[src/rtl/sc_datamem_bytelane_if.sv]
// ---------------------------------------------------------------------------
// sc_datamem_bytelane_if
// Request/response bus between the CPU load/store unit (master) and the
// byte-lane data memory (slave).
//   req        : access request, taken only while ready=1
//   we         : 1 = store, 0 = load
//   addr       : byte address
//   size       : 00 byte, 01 halfword, 10 word, 11 illegal
//   uns        : loads only, 1 = zero-extend, 0 = sign-extend
//   wdata      : store data, right-justified for byte/halfword
//   ready      : memory can take a request this cycle
//   resp_valid : one-cycle response pulse
//   rdata      : load result, meaningful while resp_valid=1
//   err        : response error flag, meaningful while resp_valid=1
// ---------------------------------------------------------------------------
interface sc_datamem_bytelane_if;
    logic        req;
    logic        we;
    logic [31:0] addr;
    logic [1:0]  size;
    logic        uns;
    logic [31:0] wdata;
    logic        ready;
    logic        resp_valid;
    logic [31:0] rdata;
    logic        err;

    modport master (
        output req, we, addr, size, uns, wdata,
        input  ready, resp_valid, rdata, err
    );

    modport slave (
        input  req, we, addr, size, uns, wdata,
        output ready, resp_valid, rdata, err
    );
endinterface

[src/rtl/sc_datamem_bytelane.sv]
// ---------------------------------------------------------------------------
// sc_datamem_bytelane
// Word-organised data memory with byte/halfword/word loads and stores,
// a request/response handshake with WAIT_STATES extra cycles, and detection
// of misaligned or out-of-range accesses.
//   clock  : single clock, rising edge
//   resetn : asynchronous active-low reset (array contents are not reset)
//   bus    : slave side of sc_datamem_bytelane_if
//
// state  | meaning
// IDLE   | ready for a request, no response pending
// WAIT   | request latched, burning wait states
// ACCESS | array read / byte-lane write happens on the closing edge
// RESP   | resp_valid high; a new request may be accepted here
// ---------------------------------------------------------------------------
module sc_datamem_bytelane #(
    parameter int          ADDR_WIDTH  = 5,
    parameter int          WAIT_STATES = 0,
    parameter logic [31:0] BASE_ADDR   = 32'h0000_0000
) (
    input  logic                         clock,
    input  logic                         resetn,
    sc_datamem_bytelane_if.slave         bus
);
    localparam int         DEPTH   = 1 << ADDR_WIDTH;
    localparam int         WS_M1   = (WAIT_STATES > 0) ? WAIT_STATES - 1 : 0;
    localparam logic [3:0] WS_INIT = 4'(WS_M1);

    typedef enum logic [1:0] {ST_IDLE, ST_WAIT, ST_ACCESS, ST_RESP} state_t;

    state_t      state_q, state_d;
    logic [3:0]  cnt_q, cnt_d;
    logic        we_q, we_d;
    logic [31:0] addr_q, addr_d;
    logic [1:0]  size_q, size_d;
    logic        uns_q, uns_d;
    logic [31:0] wdata_q, wdata_d;
    logic        ready_q, ready_d;
    logic        resp_valid_q, resp_valid_d;
    logic [31:0] rdata_q, rdata_d;
    logic        err_q, err_d;

    logic [31:0]           mem [DEPTH];
    logic [ADDR_WIDTH-1:0] idx;
    logic [31:0]           word;
    logic [31:0]           load_data;
    logic [31:0]           store_word;
    logic [7:0]            byte_sel;
    logic [15:0]           half_sel;
    logic                  req_err;
    logic                  mem_we;

    assign idx  = addr_q[ADDR_WIDTH+1:2];
    assign word = mem[idx];

    // Upper-bit mismatch is always an error so out-of-range never aliases.
    always_comb begin
        case (size_q)
            2'b00:   req_err = 1'b0;
            2'b01:   req_err = addr_q[0];
            2'b10:   req_err = (addr_q[1:0] != 2'b00);
            default: req_err = 1'b1;
        endcase
        if (addr_q[31:ADDR_WIDTH+2] != BASE_ADDR[31:ADDR_WIDTH+2]) begin
            req_err = 1'b1;
        end
    end

    always_comb begin
        byte_sel  = word[{addr_q[1:0], 3'b000} +: 8];
        half_sel  = addr_q[1] ? word[31:16] : word[15:0];
        load_data = 32'h0;
        case (size_q)
            2'b00:   load_data = {{24{~uns_q & byte_sel[7]}}, byte_sel};
            2'b01:   load_data = {{16{~uns_q & half_sel[15]}}, half_sel};
            2'b10:   load_data = word;
            default: load_data = 32'h0;
        endcase
    end

    // Read-modify-write of the whole word keeps untouched lanes intact.
    always_comb begin
        store_word = word;
        case (size_q)
            2'b00:   store_word[{addr_q[1:0], 3'b000} +: 8] = wdata_q[7:0];
            2'b01:   store_word[{addr_q[1], 4'b0000} +: 16] = wdata_q[15:0];
            default: store_word = wdata_q;
        endcase
    end

    assign mem_we = (state_q == ST_ACCESS) && we_q && !req_err;

    always_ff @(posedge clock) begin
        if (mem_we) begin
            mem[idx] <= store_word;
        end
    end

    always_comb begin
        state_d      = state_q;
        cnt_d        = cnt_q;
        we_d         = we_q;
        addr_d       = addr_q;
        size_d       = size_q;
        uns_d        = uns_q;
        wdata_d      = wdata_q;
        ready_d      = ready_q;
        resp_valid_d = 1'b0;
        rdata_d      = rdata_q;
        err_d        = err_q;
        case (state_q)
            ST_IDLE, ST_RESP: begin
                if (ready_q && bus.req) begin
                    we_d    = bus.we;
                    addr_d  = bus.addr;
                    size_d  = bus.size;
                    uns_d   = bus.uns;
                    wdata_d = bus.wdata;
                    ready_d = 1'b0;
                    if (WAIT_STATES == 0) begin
                        state_d = ST_ACCESS;
                    end else begin
                        state_d = ST_WAIT;
                        cnt_d   = WS_INIT;
                    end
                end else begin
                    state_d = ST_IDLE;
                    ready_d = 1'b1;
                end
            end
            ST_WAIT: begin
                ready_d = 1'b0;
                if (cnt_q == 4'd0) begin
                    state_d = ST_ACCESS;
                end else begin
                    cnt_d = cnt_q - 4'd1;
                end
            end
            ST_ACCESS: begin
                state_d      = ST_RESP;
                ready_d      = 1'b1;
                resp_valid_d = 1'b1;
                err_d        = req_err;
                rdata_d      = (we_q || req_err) ? 32'h0 : load_data;
            end
            default: begin
                state_d = ST_IDLE;
                ready_d = 1'b1;
            end
        endcase
    end

    always_ff @(posedge clock or negedge resetn) begin
        if (!resetn) begin
            state_q      <= ST_IDLE;
            cnt_q        <= 4'd0;
            we_q         <= 1'b0;
            addr_q       <= 32'h0;
            size_q       <= 2'b00;
            uns_q        <= 1'b0;
            wdata_q      <= 32'h0;
            ready_q      <= 1'b1;
            resp_valid_q <= 1'b0;
            rdata_q      <= 32'h0;
            err_q        <= 1'b0;
        end else begin
            state_q      <= state_d;
            cnt_q        <= cnt_d;
            we_q         <= we_d;
            addr_q       <= addr_d;
            size_q       <= size_d;
            uns_q        <= uns_d;
            wdata_q      <= wdata_d;
            ready_q      <= ready_d;
            resp_valid_q <= resp_valid_d;
            rdata_q      <= rdata_d;
            err_q        <= err_d;
        end
    end

    assign bus.ready      = ready_q;
    assign bus.resp_valid = resp_valid_q;
    assign bus.rdata      = rdata_q;
    assign bus.err        = err_q;
endmodule

[src/flat_wrapper.sv]
// flat-port wrapper written by rule: the top's interface ports become plain ports
module sc_datamem_bytelane_flat 
#(
    parameter int          ADDR_WIDTH  = 5,
    parameter int          WAIT_STATES = 0,
    parameter logic [31:0] BASE_ADDR   = 32'h0000_0000
)
  (clock, resetn, bus_req, bus_we, bus_addr, bus_size, bus_uns, bus_wdata, bus_ready, bus_resp_valid, bus_rdata, bus_err);
  sc_datamem_bytelane_if bus_i ();
  input  logic clock;
  input  logic resetn;
  input wire logic [$bits(bus_i.req)-1:0] bus_req;
  input wire logic [$bits(bus_i.we)-1:0] bus_we;
  input wire logic [$bits(bus_i.addr)-1:0] bus_addr;
  input wire logic [$bits(bus_i.size)-1:0] bus_size;
  input wire logic [$bits(bus_i.uns)-1:0] bus_uns;
  input wire logic [$bits(bus_i.wdata)-1:0] bus_wdata;
  output wire logic [$bits(bus_i.ready)-1:0] bus_ready;
  output wire logic [$bits(bus_i.resp_valid)-1:0] bus_resp_valid;
  output wire logic [$bits(bus_i.rdata)-1:0] bus_rdata;
  output wire logic [$bits(bus_i.err)-1:0] bus_err;
  assign bus_i.req = bus_req;
  assign bus_i.we = bus_we;
  assign bus_i.addr = bus_addr;
  assign bus_i.size = bus_size;
  assign bus_i.uns = bus_uns;
  assign bus_i.wdata = bus_wdata;
  assign bus_ready = bus_i.ready;
  assign bus_resp_valid = bus_i.resp_valid;
  assign bus_rdata = bus_i.rdata;
  assign bus_err = bus_i.err;
  sc_datamem_bytelane #(.ADDR_WIDTH(ADDR_WIDTH), .WAIT_STATES(WAIT_STATES), .BASE_ADDR(BASE_ADDR)) u_core (.clock(clock), .resetn(resetn), .bus(bus_i));
endmodule
[config.mk]
export PLATFORM = sky130hd
export DESIGN_NAME = sc_datamem_bytelane_flat
export DESIGN_NICKNAME = d
export VERILOG_FILES = /design/src/rtl/sc_datamem_bytelane_if.sv /design/src/rtl/sc_datamem_bytelane.sv /design/src/flat_wrapper.sv
export SDC_FILE = /design/constraint.sdc
export NUM_CORES = 1
export LEC_CHECK = 0
export ABC_CLOCK_PERIOD_IN_PS = 6800
export CORE_ASPECT_RATIO = 0.8
export CORE_MARGIN = 4
export CORE_UTILIZATION = 60
export DETAILED_ROUTE_END_ITERATION = 7
export GPL_TIMING_DRIVEN = 0
export PLACE_DENSITY = 0.78
export SYNTH_ARGS = -nofsm -noshare
export SYNTH_HDL_FRONTEND = slang
export SYNTH_SLANG_ARGS = --single-unit
[constraint.sdc]
create_clock -name clock -period 6.8 [get_ports clock]
set_input_delay 1.36 -clock clock [delete_from_list [all_inputs] [get_ports clock]]
set_output_delay 1.36 -clock clock [all_outputs]
set_load 0.01 [all_outputs]
==> results of run 1 <==
[layer usage]
layer | vias up | GRT usage, % | wire (um)
met5 | - | 0 | 0
met4 | 0 | 19.7 | 10200
met3 | 645 | 14.2 | 25000
met2 | 2814 | 52.9 | 61600
met1 | 13896 | 49.6 | 50200
li1 | 10952 | - | -
[critical path, delay by kind of cell (launching register included)]
| kind | cells | cell delay, ns |
|---|---|---|
| buf+inv | 4 | 2.62 |
| simple gates | 3 | 1.39 |
| compound gates | 3 | 0.84 |
| flops | 1 | 0.45 |
[cells by family after synthesis]
family / share of synthesized area [%]
buffers and inverters: 1.78
DFF: 75.4
and+or+nand+nor: 2.92
AOI/OAI and AO/OA: 6.40
muxes: 13.3
xor gates and xnor gates: 0.0394
adders and majority gates: 0.225
[layout make-up]
| cell class | instances | area, um^2 | area share (%) |
|---|---|---|---|
| well taps | 990 | 1240 | 2.39 |
| inverters | 14 | 52.6 | 0.101 |
| clock buffers | 123 | 2650 | 5.12 |
| clock inverters | 60 | 464 | 0.896 |
| diodes | 3 | 7.51 | 0.0145 |
| plain buffers | 153 | 738 | 1.42 |
| repair buffers | 189 | 2580 | 4.98 |
| flip-flops and latches | 1133 | 33500 | 64.6 |
| multi-input cells | 1259 | 10600 | 20.5 |
[where the power goes]
part           internal, mW  total, mW  switching (mW)  leakage (nW)
clock                  2.97       5.50            2.53          1.51
combinational          2.86       9.81            6.96          6.09
sequential             10.0       10.3           0.265          10.6
total                  15.8       25.6            9.75          18.2
[per-stage QoR]
step                      utilization [%]  area, um^2  cells  hold slack, ns
after floorplan                         -       44400   2559           0.463
after global placement               64.2       46700   3654           0.473
after detailed placement             66.9       48700   3738           0.480
after global routing                 71.2       51800   3921           0.519
after CTS                            71.2       51800   3921           0.494
final                                71.2       51800   3924           0.492
[cell usage after synthesis, types with 4 or more instances]
cell / number / share of area, %
sky130_fd_sc_hd__a21o_1: 7 / 0.12
sky130_fd_sc_hd__a21oi_1: 19 / 0.21
sky130_fd_sc_hd__a221o_1: 16 / 0.36
sky130_fd_sc_hd__a221oi_1: 10 / 0.20
sky130_fd_sc_hd__a222oi_1: 8 / 0.18
sky130_fd_sc_hd__a22oi_1: 43 / 0.73
sky130_fd_sc_hd__buf_1: 11 / 0.093
sky130_fd_sc_hd__buf_2: 65 / 0.73
sky130_fd_sc_hd__buf_4: 12 / 0.20
sky130_fd_sc_hd__buf_6: 5 / 0.13
sky130_fd_sc_hd__clkbuf_1: 60 / 0.51
sky130_fd_sc_hd__dfrtp_1: 108 / 6.1
sky130_fd_sc_hd__edfxtp_1: 1024 / 69
sky130_fd_sc_hd__ha_1: 8 / 0.23
sky130_fd_sc_hd__inv_1: 11 / 0.093
sky130_fd_sc_hd__mux2_2: 68 / 1.7
sky130_fd_sc_hd__mux2i_1: 513 / 12
sky130_fd_sc_hd__nand2_1: 64 / 0.54
sky130_fd_sc_hd__nand3_1: 7 / 0.079
sky130_fd_sc_hd__nand4_1: 4 / 0.056
sky130_fd_sc_hd__nand4b_1: 4 / 0.079
sky130_fd_sc_hd__nand4bb_1: 6 / 0.15
sky130_fd_sc_hd__nor2_1: 54 / 0.46
sky130_fd_sc_hd__nor3_1: 6 / 0.068
sky130_fd_sc_hd__nor4_1: 71 / 1.0
sky130_fd_sc_hd__o21ai_0: 18 / 0.20
sky130_fd_sc_hd__o21ai_1: 12 / 0.14
sky130_fd_sc_hd__o22ai_1: 264 / 3.7
sky130_fd_sc_hd__o31ai_1: 10 / 0.17
sky130_fd_sc_hd__o32ai_1: 7 / 0.14
sky130_fd_sc_hd__or3_1: 5 / 0.070
sky130_fd_sc_hd__or4b_1: 4 / 0.090
[final timing paths]
check / startpoint / end / slack (ns) / cells after the start
worst max-delay path: u_core.addr_q[5]$_DFFE_PN0P_ / u_core.mem[0][10]$_DFFE_PP_ / 1.21 / 10
worst min-delay path: u_core.bus.rdata[0]$_DFFE_PN0P_ / u_core.bus.rdata[0]$_DFFE_PN0P_ / 0.49 / 1
worst max register to register: u_core.addr_q[5]$_DFFE_PN0P_ / u_core.mem[0][10]$_DFFE_PP_ / 1.21 / 10
worst min register to register: u_core.bus.rdata[0]$_DFFE_PN0P_ / u_core.bus.rdata[0]$_DFFE_PN0P_ / 0.49 / 1
max in group asynchronous: resetn / u_core.wdata_q[2]$_DFFE_PN0P_ / 5.40 / 2
min in group asynchronous: resetn / u_core.addr_q[3]$_DFFE_PN0P_ / 0.66 / 1
[sequential cells by signal (all words and copies together) (netlist names)]
signal / count
u_core.mem: 1024
u_core.addr_q: 32
u_core.bus.rdata: 32
u_core.wdata_q: 32
u_core.cnt_q: 4
u_core.size_q: 2
u_core.state_q: 2
u_core.bus.err: 1
u_core.bus.ready: 1
u_core.bus.resp_valid: 1
u_core.uns_q: 1
u_core.we_q: 1
==> summary by stage, run 1 <==
STA
In this run the tightest slew margin relative to its limit is -5.93%. The clock period could shrink to about 5.6 ns. Clock skew on the completed layout was measured at 0.0304 ns. The slew at the pin with the worst max-slew slack is 1.59 ns. Setup repair after global routing left no endpoint under its margin. The final setup slack of the worst path is 1.21 ns.

The total negative setup slack is 0 ns. The upper clock frequency limit is 179 MHz. The max-slew violation total from the final report is 34. The number of failing setup endpoints in the final timing report is 0.

The final hold violation count is 0. Of the available clock period, the critical path in the final layout requires 82.2%.

Power
VDD sags by at most 0.000379 V. The power consumption is around 26 mW. The total power density per cell area is 494 nW/um^2. The static leakage power is roughly 18 nW.

Final layout
The commonest non-fill, non-tap cell in the layout is sky130_fd_sc_hd__edfxtp_1. From synthesis to final layout, the design area changed by 16.7%. The ratio of cells with drive above 1 in the final layout is 15.5%. The number of fillers in the final layout is about 4300. The final-stage net count is 2929. Leaving out fill and tap cells, the most frequent cells in the layout are sky130_fd_sc_hd__edfxtp_1 (1024), sky130_fd_sc_hd__mux2i_1 (513), sky130_fd_sc_hd__o22ai_1 (264).

Synth
The Yosys warning count is 0. The net count after synthesis is 2638. The sequential fraction of the synthesis area is 75.4%. The count of unique library cells instantiated by Yosys is 56. The mapped cell area is ~44000 um^2. In this run, synthesis inferred 1024 flip-flops with an integrated enable.

Averaged over all synthesized cells, the footprint is 17.4 um^2. Synthesis produced a netlist whose cell count is 2559. Among all flip-flop cells after synthesis, the most frequent one is sky130_fd_sc_hd__edfxtp_1. After synthesis, the share of flip-flops with an asynchronous set or reset is 9.62%. The number of storage elements in the synthesis netlist is 1133.

Flow run
The tool flagged a number of max-cap violations equal to 3.

Status
The flow ran to the end, but the final reports show violations. The checks that failed: max-capacitance violations, max-slew violations.

Global route
The remaining global-route overflow is 0. The number of global-route vias before repair came to 27524. The pin count of the biggest net entering global routing is 76.

Global routing consumed, over all layers together, 37.0% of the routing resources. The global-route wire length before repair is 203000 um. The number of antenna violations at the first check in global routing is 2.

Route
Dividing the detail-routed via count by the number of cells gives about 7.2. The routed design has 147000 um of wire. The average wire per standard cell is 37.5 um.

The number of detailed-route iterations in the first pass is 7. The number of DRC violations after detailed-routing iteration 0 is 5589. The number of antenna-violating nets in the routed design is 0. The number of vias after detailed routing is 28307.

After detailed routing, the number of remaining DRC violations is 0.

Worst hold path
The classification of the worst-slack hold path is reg -> reg.

Floorplan
The core region area is just over 70000 um^2. The die is 312 um wide. The number of rows in the core area is between 80 and 90. For this design the top-level I/O count stands at 106. The die is about 250 um tall.

The initial standard-cell utilization of the core is approximately three fifths. The area of the die is slightly below 80000 um^2.

Worst setup path
The startpoint class of the critical path is a flop. The peak per-stage delay on the critical path is 1.15 ns. The slowest stage of the critical path is the sky130_fd_sc_hd__clkbuf_1 cell. Data arrives at the worst endpoint at approximately 6 ns. The cell repeated most along the worst path is sky130_fd_sc_hd__clkbuf_1. The signal on the critical path passes through buf_2, nand4bb_1, clkbuf_1, clkbuf_1, o22ai_1, nor4_1, nand2_1, a22oi_1, o21ai_2, buf_8. For the worst setup path, the data required time is 7.22 ns.

The type of destination of the critical path is a flop. The type of the setup path with the least slack is reg -> reg. The maximum fanout along the worst path is 20.

Clock tree
The number of buffers inserted by post-CTS setup repair is 0. CTS placed an instance of sky130_fd_sc_hd__clkbuf_16 at the clock tree root. The deepest clock path buffer count is 3.

The clock insertion delay at the later pin of the skew report is between 0.6 and 0.7 ns. The number of buffers added by the clock tree synthesis step is 100. For this design, the sink count on the clock tree is roughly 1100. The total number of H-tree levels is 3. The number of instances resized during post-cts repair is 0. The clock edge transition at the registers on the reported setup and hold paths is 0.07 ns. The CTS tree is done.

The count of hold buffers inserted by post-cts repair is 0.

Place
The final RePlAce weighted congestion is 0.970. The quantity of I/O buffers inserted on ports is 105. Before CTS, the worst setup slack after placement is 1.81 ns. The HPWL after detailed placement is 95100 um.
No activity file was read; power rests on OpenSTA's default activity.
==> inputs of run 2 (changes only) <==
ABC_CLOCK_PERIOD_IN_PS = 5590   (was 6800)
clock period = 5.59 ns   (was 6.8 ns; I/O delays follow)
==> results of run 2 <==
Same layout as run 1 (identical final DEF). Status: finished, violations left: max-capacitance violations, max-slew violations.
Main changes from that run: setup slack after placement 1.81 ns -> 0.599 ns; setup slack after layout 1.21 ns -> 0.00104 ns; hold slack 0.492 ns -> 0.416 ns; register-to-register setup slack 1.21 ns -> 0.001 ns; total power 25.6 mW -> 31.1 mW; worst IR drop on VDD 0.000379 V -> 0.000461 V
==> patch: new RTL, flow settings as in run 1 <==
`ADDR_WIDTH` is set to 5 in 2 places; all go to 4.
--- a/src/rtl/sc_datamem_bytelane.sv
+++ b/src/rtl/sc_datamem_bytelane.sv
@@ -14,7 +14,7 @@
 // RESP   | resp_valid high; a new request may be accepted here
 // ---------------------------------------------------------------------------
 module sc_datamem_bytelane #(
-    parameter int          ADDR_WIDTH  = 5,
+    parameter int          ADDR_WIDTH  = 4,
     parameter int          WAIT_STATES = 0,
     parameter logic [31:0] BASE_ADDR   = 32'h0000_0000
 ) (
--- a/src/flat_wrapper.sv
+++ b/src/flat_wrapper.sv
@@ -1,7 +1,7 @@
 // flat-port wrapper written by rule: the top's interface ports become plain ports
 module sc_datamem_bytelane_flat 
 #(
-    parameter int          ADDR_WIDTH  = 5,
+    parameter int          ADDR_WIDTH  = 4,
     parameter int          WAIT_STATES = 0,
     parameter logic [31:0] BASE_ADDR   = 32'h0000_0000
 )
Behaviour: not the same (Yosys sat finds a counterexample within 4 cycles, from zero or initial values and one cycle with resetn low).
==> patch against run 1 <==
Worst setup slack gained 0.79 ns. Global-route usage shrank 6.1 points. Synthesized area shrank 43%. Clock skew shrank 0.017 ns. Critical path depth shrank 1. Sequential cell count shrank 512. Power shrank 45%. Critical path type unchanged. Wire length shrank 52%. Maximum frequency grew 17%. Synthesized cell count shrank 46%. Design area shrank 43%. Clock power shrank 44%.
==> patch: results (changes against run 1) <==
Placed design
  • DP Worst Slack: 1.996 ns (was 1.809 ns)
  • Placed cell areas: 27830 um^2 (was 48700 um^2)
  • Final HPWL DP: 46060 um (was 95130 um)
  • Placer congestion estimate: 0.9821 (was 0.9699)
  • Placed Cells: 2072 (was 3738)

GRT
  • Number of global-route vias before repair: 14.86k (was 27.52k)
  • First-pass GRT wire length: 101700 um (was 203400 um)
  • Global-route usage over all layers: 30.89% (was 36.98%)
  • Largest net degree at the start of global routing: 96 (was 76)

Timing
  • Worst hold slack: 0.5009 ns (was 0.4921 ns)
  • Final Critical Period: 4.797 ns (was 5.589 ns)
  • Clock skew: 0.01387 ns (was 0.03042 ns)
  • Slew @ Worst Pin: 1.333 ns (was 1.589 ns)
  • Final setup TNS: 0 ns (unchanged)

Pwr
  • Leak: 10.19 nW (was 18.23 nW)
  • Maximum vdd ir drop: 0.2731 mV (was 0.3787 mV)

Critical path
  • Critical Path Fanout Max: 16 (was 20)
  • Worst r2r path cells: 9 (was 10)
  • Critical path class: reg -> reg (unchanged)
  • Reg2reg start: u_core.addr_q[1] (was u_core.addr_q[5])
  • CP arrival: 5.00 ns (was 6.01 ns)
  • Critical path destination: u_core.mem[5][9] (was u_core.mem[0][10])

Yosys
  • Synth area leaders: edfxtp_1, mux4_2, dfrtp_1 (was edfxtp_1, mux2i_1, dfrtp_1)
  • Post-Synthesis Cells: 1380 (was 2559)
  • Net Count, Synth: 1459 (was 2638)
  • Ys Warns: 0 (unchanged)
  • Seq/Total Area, Yosys: 71.26% (was 75.35%)
  • Synth async-reset ratio: 17.55% (was 9.620%)
  • Post-synth top cells: edfxtp_1, mux4_2, dfrtp_1 (was edfxtp_1, mux2i_1, o22ai_1)
  • Number of synthesized flops with an enable pin: 512 (was 1024)
  • Count of different cell masters after synthesis: 57 (was 56)

Drt
  • Final wirelength: 70200 um (was 147100 um)
  • Avg WL per Cell: 32.26 um (was 37.49 um)
  • Iteration-0 DRC Markers: 2237 (was 5589)
  • Via density: 6.972 (was 7.214)
  • DRT Pass-1 Iters: 7 (unchanged)

Clocking
  • Latest clock arrival within the worst-skew pair: 0.60 ns (was 0.69 ns)
  • TritonCTS Buffers: 57 (was 100)
  • H-tree depth: 2 (was 3)
  • Clk root buf: clkbuf_16 (unchanged)
  • CTS tree: built (unchanged)

Min path
  • Hold EP: u_core.cnt_q[3] (was u_core.bus.rdata[0])
  • Hold Crit Start: u_core.cnt_q[3] (was u_core.bus.rdata[0])

Finish
  • Post-layout nets: 1658 (was 2929)
  • Register with the most flip-flops: u_core.mem (unchanged)
  • Max reg flops: 512 (was 1024)
  • Fill cells: 2481 (was 4345)
  • Proportion of layout cells with a drive suffix above 1: 24.48% (was 15.46%)

Run status
  • Status: finished, final reports clean (was complete, but fails checks)
patch: critical path, cell delays in order (launching register included):
cell	delay, ns
dfrtp_1	0.40
clkbuf_1	0.23
inv_1	0.16
clkbuf_1	0.63
ha_1	0.31
clkbuf_1	0.52
nand2_1	0.17
nor3_2	0.73
a21oi_1	0.18
o221ai_1	1.06
patch: final cells by class:
type	count	area [um^2]	share of cell area [%]
buffer	82	422.9	1.426
timing repair buffer	140	1597	5.383
inverter	27	101.3	0.3417
multi-input combinational	650	6960	23.47
clock buffer	69	1501	5.062
sequential	621	18100	61.04
tap	552	690.7	2.329
antenna	2	5.005	0.01687
clock inverter	33	276.5	0.9323
patch: logic make-up (layout without fill, tap and decap cells):
kind of cell | count (synthesis) | after routing | share of synthesized area [%]
XOR/XNOR | 2 | 2 | 0.06896
AO/OA/AOI/OAI | 186 | 186 | 5.348
AND/OR/NAND/NOR | 185 | 185 | 3.507
adder cells (fa/ha/maj) | 8 | 8 | 0.3940
multiplexers | 269 | 269 | 17.36
buffers and inverters | 109 | 351 | 2.064
flip-flops | 621 | 621 | 71.26
other | 0 | 2 | 0
patch: layer usage:
layer / GRT usage, % / vias to the layer above / wire length [um]
li1: - / 6018 / -
met3: 8.355 / 215 / 8967
met4: 11.52 / 0 / 3342
met1: 45.48 / 7823 / 26690
met5: 0 / - / 0
met2: 45.24 / 1116 / 31200
patch: power breakdown:
| group | switching (mW) | total [mW] | internal (mW) |
|---|---|---|---|
| Combinational | 3.43 | 5.25 | 1.82 |
| Sequential | 0.218 | 5.65 | 5.43 |
| Clock | 1.35 | 3.10 | 1.75 |
| Total | 5.00 | 14.0 | 9.00 |
